--- config.mk ---
export PLATFORM = sky130hd
export DESIGN_NAME = frame_sched
export DESIGN_NICKNAME = d
export VERILOG_FILES = /design/src/rtl/frame_sched.sv
export SDC_FILE = /design/constraint.sdc
export NUM_CORES = 1
export LEC_CHECK = 0
export ABC_AREA = 0
export BUFFER_PORTS_ARGS = -buffer_cell sky130_fd_sc_hd__clkbuf_2
export CAP_MARGIN = 20
export CORE_UTILIZATION = 54
export DETAILED_ROUTE_END_ITERATION = 8
export GPL_TIMING_DRIVEN = 0
export PLACE_DENSITY = 0.95
export SLEW_MARGIN = 30
export SYNTH_ARGS = -nofsm -noshare
export SYNTH_HDL_FRONTEND = slang
export SYNTH_SLANG_ARGS = --single-unit
--- constraint.sdc ---
create_clock -name clk -period 6.2 [get_ports clk]
set_input_delay 1.86 -clock clk [delete_from_list [all_inputs] [get_ports clk]]
set_output_delay 1.86 -clock clk [all_outputs]
set_load 0.01 [all_outputs]
--- src/rtl/frame_sched.sv ---
// frame_sched -- sequences one full-frame sweep of the shared metaball datapath.
//
// For every display pixel (x outer, y inner) the block presents the sample
// point (p_x, p_y) and ROM address, strobes all metaballs, waits for every
// valid, then thresholds the summed field. The result is written as colour or
// black into the top (idx < 1024) or bottom frame buffer. One buffer swap is
// issued per completed frame.
//
// Ports:
//   clk, rst     system clock, synchronous active-high reset
//   frame_req    start-frame strobe; one request is queued while busy
//   mb_vld       per-metaball result valid
//   sum          summed metaball field (unsigned)
//   colour       colour ROM data for rom_addr (1-cycle latency)
//   rom_addr     pixel index idx = x*ROWS + y
//   px_stb       start-calculation strobe to all metaballs
//   p_x, p_y     sample point, fixed point with 15 fractional bits
//   w_en         buffer write strobe
//   w_mask       0 = top buffer, 1 = bottom buffer
//   w_addr, din  buffer write address / data
//   swap_en      buffer swap strobe
//   busy         frame in progress
//   frame_done   end-of-frame pulse
//   timeout_err  sticky, set when any pixel times out waiting for valids
module frame_sched #(
  parameter int unsigned N_MB    = 3,
  parameter int unsigned COLS    = 32,
  parameter int unsigned ROWS    = 64,
  parameter logic [31:0] STEP    = 32'h0000_8000,
  parameter logic [31:0] THRESH  = 32'h0000_8000,
  parameter int unsigned TIMEOUT = 1024
) (
  input  logic            clk,
  input  logic            rst,
  input  logic            frame_req,
  input  logic [N_MB-1:0] mb_vld,
  input  logic [31:0]     sum,
  input  logic [11:0]     colour,
  output logic [10:0]     rom_addr,
  output logic            px_stb,
  output logic [31:0]     p_x,
  output logic [31:0]     p_y,
  output logic            w_en,
  output logic            w_mask,
  output logic [9:0]      w_addr,
  output logic [11:0]     din,
  output logic            swap_en,
  output logic            busy,
  output logic            frame_done,
  output logic            timeout_err
);

  localparam int unsigned YW  = (ROWS > 1) ? $clog2(ROWS) : 1;
  localparam int unsigned WCW = $clog2(TIMEOUT + 1);

  localparam logic [10:0]    LAST_IDX  = 11'(COLS * ROWS - 1);
  localparam logic [YW-1:0]  LAST_Y    = YW'(ROWS - 1);
  localparam logic [WCW-1:0] LAST_WAIT = WCW'(TIMEOUT - 1);

  typedef enum logic [2:0] {
    S_IDLE,
    S_ISSUE,
    S_WAIT,
    S_WRITE,
    S_SWAP
  } state_t;

  state_t         r_state;
  logic [10:0]    r_idx;
  logic [YW-1:0]  r_y;
  logic [31:0]    r_px;
  logic [31:0]    r_py;
  logic           r_pend;
  logic [WCW-1:0] r_wcnt;
  logic           r_px_stb;
  logic           r_w_en;
  logic [11:0]    r_din;
  logic           r_swap;
  logic           r_done;
  logic           r_busy;
  logic           r_terr;

  logic w_all_vld;
  logic w_lit;

  assign w_all_vld = &mb_vld;
  assign w_lit     = (sum >= THRESH);

  always_ff @(posedge clk) begin
    if (rst) begin
      r_state  <= S_IDLE;
      r_idx    <= '0;
      r_y      <= '0;
      r_px     <= '0;
      r_py     <= '0;
      r_pend   <= 1'b0;
      r_wcnt   <= '0;
      r_px_stb <= 1'b0;
      r_w_en   <= 1'b0;
      r_din    <= '0;
      r_swap   <= 1'b0;
      r_done   <= 1'b0;
      r_busy   <= 1'b0;
      r_terr   <= 1'b0;
    end else begin
      r_px_stb <= 1'b0;
      r_w_en   <= 1'b0;
      r_swap   <= 1'b0;
      r_done   <= 1'b0;

      // One-deep request queue; covers the SWAP cycle as well.
      if (frame_req && (r_state != S_IDLE)) begin
        r_pend <= 1'b1;
      end

      unique case (r_state)
        S_IDLE: begin
          if (frame_req || r_pend) begin
            r_pend   <= 1'b0;
            r_idx    <= '0;
            r_y      <= '0;
            r_px     <= '0;
            r_py     <= '0;
            r_busy   <= 1'b1;
            r_px_stb <= 1'b1;
            r_state  <= S_ISSUE;
          end
        end

        S_ISSUE: begin
          r_wcnt  <= '0;
          r_state <= S_WAIT;
        end

        S_WAIT: begin
          // r_wcnt == 0 marks the first WAIT cycle, where the valids are
          // still stale from the previous pixel. The write data is captured
          // here, from the same cycle that proves all results valid; the ROM
          // address has been stable since ISSUE, so colour is already current.
          if ((r_wcnt != '0) && w_all_vld) begin
            r_din   <= w_lit ? colour : '0;
            r_w_en  <= 1'b1;
            r_state <= S_WRITE;
          end else if (r_wcnt == LAST_WAIT) begin
            r_din   <= '0;
            r_terr  <= 1'b1;
            r_w_en  <= 1'b1;
            r_state <= S_WRITE;
          end else begin
            r_wcnt <= r_wcnt + WCW'(1);
          end
        end

        S_WRITE: begin
          if (r_idx == LAST_IDX) begin
            r_swap  <= 1'b1;
            r_done  <= 1'b1;
            r_state <= S_SWAP;
          end else begin
            r_idx <= r_idx + 11'd1;
            if (r_y == LAST_Y) begin
              r_y  <= '0;
              r_py <= '0;
              r_px <= r_px + STEP;
            end else begin
              r_y  <= r_y + YW'(1);
              r_py <= r_py + STEP;
            end
            r_px_stb <= 1'b1;
            r_state  <= S_ISSUE;
          end
        end

        S_SWAP: begin
          r_busy  <= 1'b0;
          r_state <= S_IDLE;
        end

        default: begin
          r_state <= S_IDLE;
        end
      endcase
    end
  end

  assign rom_addr    = r_idx;
  assign w_addr      = r_idx[9:0];
  assign w_mask      = r_idx[10];
  assign p_x         = r_px;
  assign p_y         = r_py;
  assign px_stb      = r_px_stb;
  assign w_en        = r_w_en;
  assign din         = r_din;
  assign swap_en     = r_swap;
  assign frame_done  = r_done;
  assign busy        = r_busy;
  assign timeout_err = r_terr;

endmodule

==> metrics <==
Post-Syn Area=4230 sq um; post-CTS sizing=0; final setup vio count=0; cell count of the worst hold path=2; # IOs=154; XOR/XNOR Fraction of Synth Area=6.83%; yosys warns=0; via/cell ratio=5.53; NumNets Final=around 700; DP Worst Slack=2.64 ns; Total GRT Usage=about a quarter; Design Power=around 1200 uW; Max VDD drop=just over 0.1 mV; post-route ant nets=0; sequential share of the synthesized area=39.2%; adder-cell area share of the yosys netlist=1.77%; critical path launch point=rst; final instance area=5200 sq um; Synth Register Bits=83; top_reg_cell synth=dfxtp_1; Core Rows=31; outcome=finished, final reports clean; ratio of cells with drive above 1 in the final layout=29.1%; crit start category=input pin; post-CTS setup buffers=0; vias post-DR=4,118; worst-path fanout max=10; largest net degree at the start of global routing=14; min-delay worst type=flip-flop to flip-flop; Avg Inst Size Synth=8.57 sq um; vias in the first global route=approximately 3,700; P per Cell Area=~230 nW/um^2; DIE WIDTH=90.6 microns; most frequent cells in the layout=clkbuf_2, dfxtp_1, nor2_1; DRC Markers=0; DP Wirelength=7550 microns; Final min period=about 3.3 ns; n_diodes=0; drt wl/cell=13.9 microns; Reg clk slew, reported paths=0.08 ns; initial antenna violation count=0; clock sinks=83; Synth Area in Simple Gates=26.2%; Synth cell types=58; number of CTS-inserted buffers=9; Placement Cell Area=5000 sq um; Async S/R FF share, synth=0%; Setup CP Type=input pin to flip-flop; total routed wirelength=10,300 microns; area of the core=7410 sq um; Area Overhead vs Synth=22.8%; total grt overflow=0; period utilization=52.9%; Die ar.=roughly 8200 sq um; Worst EP arrival=3.53 ns; Post-synth EDFFs=0; final hold violation count=0; CTS tree=done; clock buffer depth=2; gpl congestion=0.924; r2r endpoint=rom_addr[3]$_SDFFE_PP0P_; CP endpoint=p_y[21]$_SDFFE_PP0P_; Skew-Pair Late Insertion Delay=0.35 ns; mux cell area share after synthesis=0.739%; DRT Pass-1 Iters=5; DR iter-0 viols=342; main combinational cell family by area after synthesis=simple AND/OR/NAND/NOR gates; worst relative slew slack=50.6%; max-cap viol count=0; Clock Tree Root=clkbuf_8; H-tree levels=3; RSZ-0062 raised after global routing=false; Max Clk Rate=around 300 MHz; Synth Area in Compound Gates=14.5%; Least-Margin Pin Slew=about 0.73 ns; Static Leakage=about 0.0022 uW; max-slew violations=0; R2R Path Start=rom_addr[3]$_SDFFE_PP0P_; CP Data Required Time=6.45 ns; min setup slack post-route=2.92 ns; Worst R2R Path Depth=6; most common cell after layout, fill and taps aside=clkbuf_2; Syn Inst Count=494; clk_skew=0.00743 ns; Die Span Y=90.6 microns; first-pass GRT wire length=16,800 microns; cts hold-fix bufs=0; Final TNS setup=0 ns; Initial Utilization=57.2%; Buffers on Ports=107; reg-to-reg slack, setup=4.06 ns; critical path endpoint category=flip-flop
where the power goes:
part | internal [uW] | switching [uW] | total [uW]
registers | 547 | 10.3 | 557
clock network | 197 | 192 | 389
logic | 81.8 | 159 | 241
synth_stat cells, types with 2 or more instances:
cell type	count	area share (%)
nor2b_1	5	0.74
a21o_1	3	0.53
nor3_1	16	1.9
buf_4	45	8.0
or3_1	4	0.59
nand4_1	12	1.8
clkbuf_1	8	0.71
inv_1	8	0.71
o22ai_1	2	0.30
nor4b_1	3	0.62
and3_1	5	0.74
a211oi_1	3	0.53
and2_1	2	0.30
buf_2	7	0.83
o41ai_1	3	0.62
nor4_2	3	0.89
nand3b_1	3	0.53
nor2_1	64	5.7
buf_1	2	0.18
xnor2_1	32	6.6
mux2i_1	2	0.47
o21ai_0	14	1.7
nand2b_1	3	0.44
dfxtp_1	83	39
nor4_1	23	3.4
and4_1	4	0.83
o21ai_1	12	1.4
a31oi_1	7	1.0
a21oi_1	15	1.8
nand2_1	25	2.2
o31ai_1	6	1.1
a22o_1	12	2.5
nand3_1	28	3.3
ha_1	6	1.8
per-layer routing:
layer  track usage [%]  share of wire (%)
met5                 0                  0
met4              12.1                2.6
met3              5.56                5.6
met2              42.4                 51
met1              29.9                 41
how the worst min path moves through the flow:
stage,start,to,slack [ns]
floorplan,r_wcnt[10]$_SDFFE_PP0P_,r_wcnt[10]$_SDFFE_PP0P_,0.43
global placement,r_wcnt[10]$_SDFFE_PP0P_,r_wcnt[10]$_SDFFE_PP0P_,0.45
detailed placement,din[7]$_SDFFE_PP0P_,din[7]$_SDFFE_PP0P_,0.46
CTS,r_wcnt[10]$_SDFFE_PP0P_,r_wcnt[10]$_SDFFE_PP0P_,0.47
global route,din[7]$_SDFFE_PP0P_,din[7]$_SDFFE_PP0P_,0.49
finish,r_wcnt[10]$_SDFFE_PP0P_,r_wcnt[10]$_SDFFE_PP0P_,0.47
sequential cells by signal (all words and copies together), names as in the netlist, 3 cells and up:
name,count
p_x,17
p_y,17
din,12
r_wcnt,11
rom_addr,11
r_y,6
r_state,3
critical path: stages:
cell and delay [ns]:
buf_2 0.17, and4bb_2 0.37, nor2b_1 0.44, nand2_1 0.28, o41ai_1 0.40
logic make-up after synthesis:
logic type / Yosys count
compound gates: 87
xor+xnor: 33
fa+ha+maj: 6
buf+inv: 71
flops: 83
mux: 3
other cells: 1
simple gates: 210
area by class of cell:
type	instances	area, sq um
Fill cell	586	2210
Clock buffer	12	145
Timing Repair Buffer	107	536
Buffer	63	422
Tap cell	99	124
Clock inverter	4	50.0
Inverter	8	30.0
Sequential cell	83	1660
Multi-Input combinational cell	369	2230
per-stage QoR:
| step | instances | hold WS [ns] | utilization (%) |
|---|---|---|---|
| 3_5_place_dp | 729 | 0.459 | 67.5 |
| 6_report | 745 | 0.470 | 70.2 |
| 3_3_place_gp | 729 | 0.449 | 67.5 |
| 5_1_grt | 745 | 0.488 | 70.2 |
| 4_1_cts | 745 | 0.475 | 70.2 |
| 2_1_floorplan | 523 | 0.425 | - |
(Power assumes the default switching activity.)
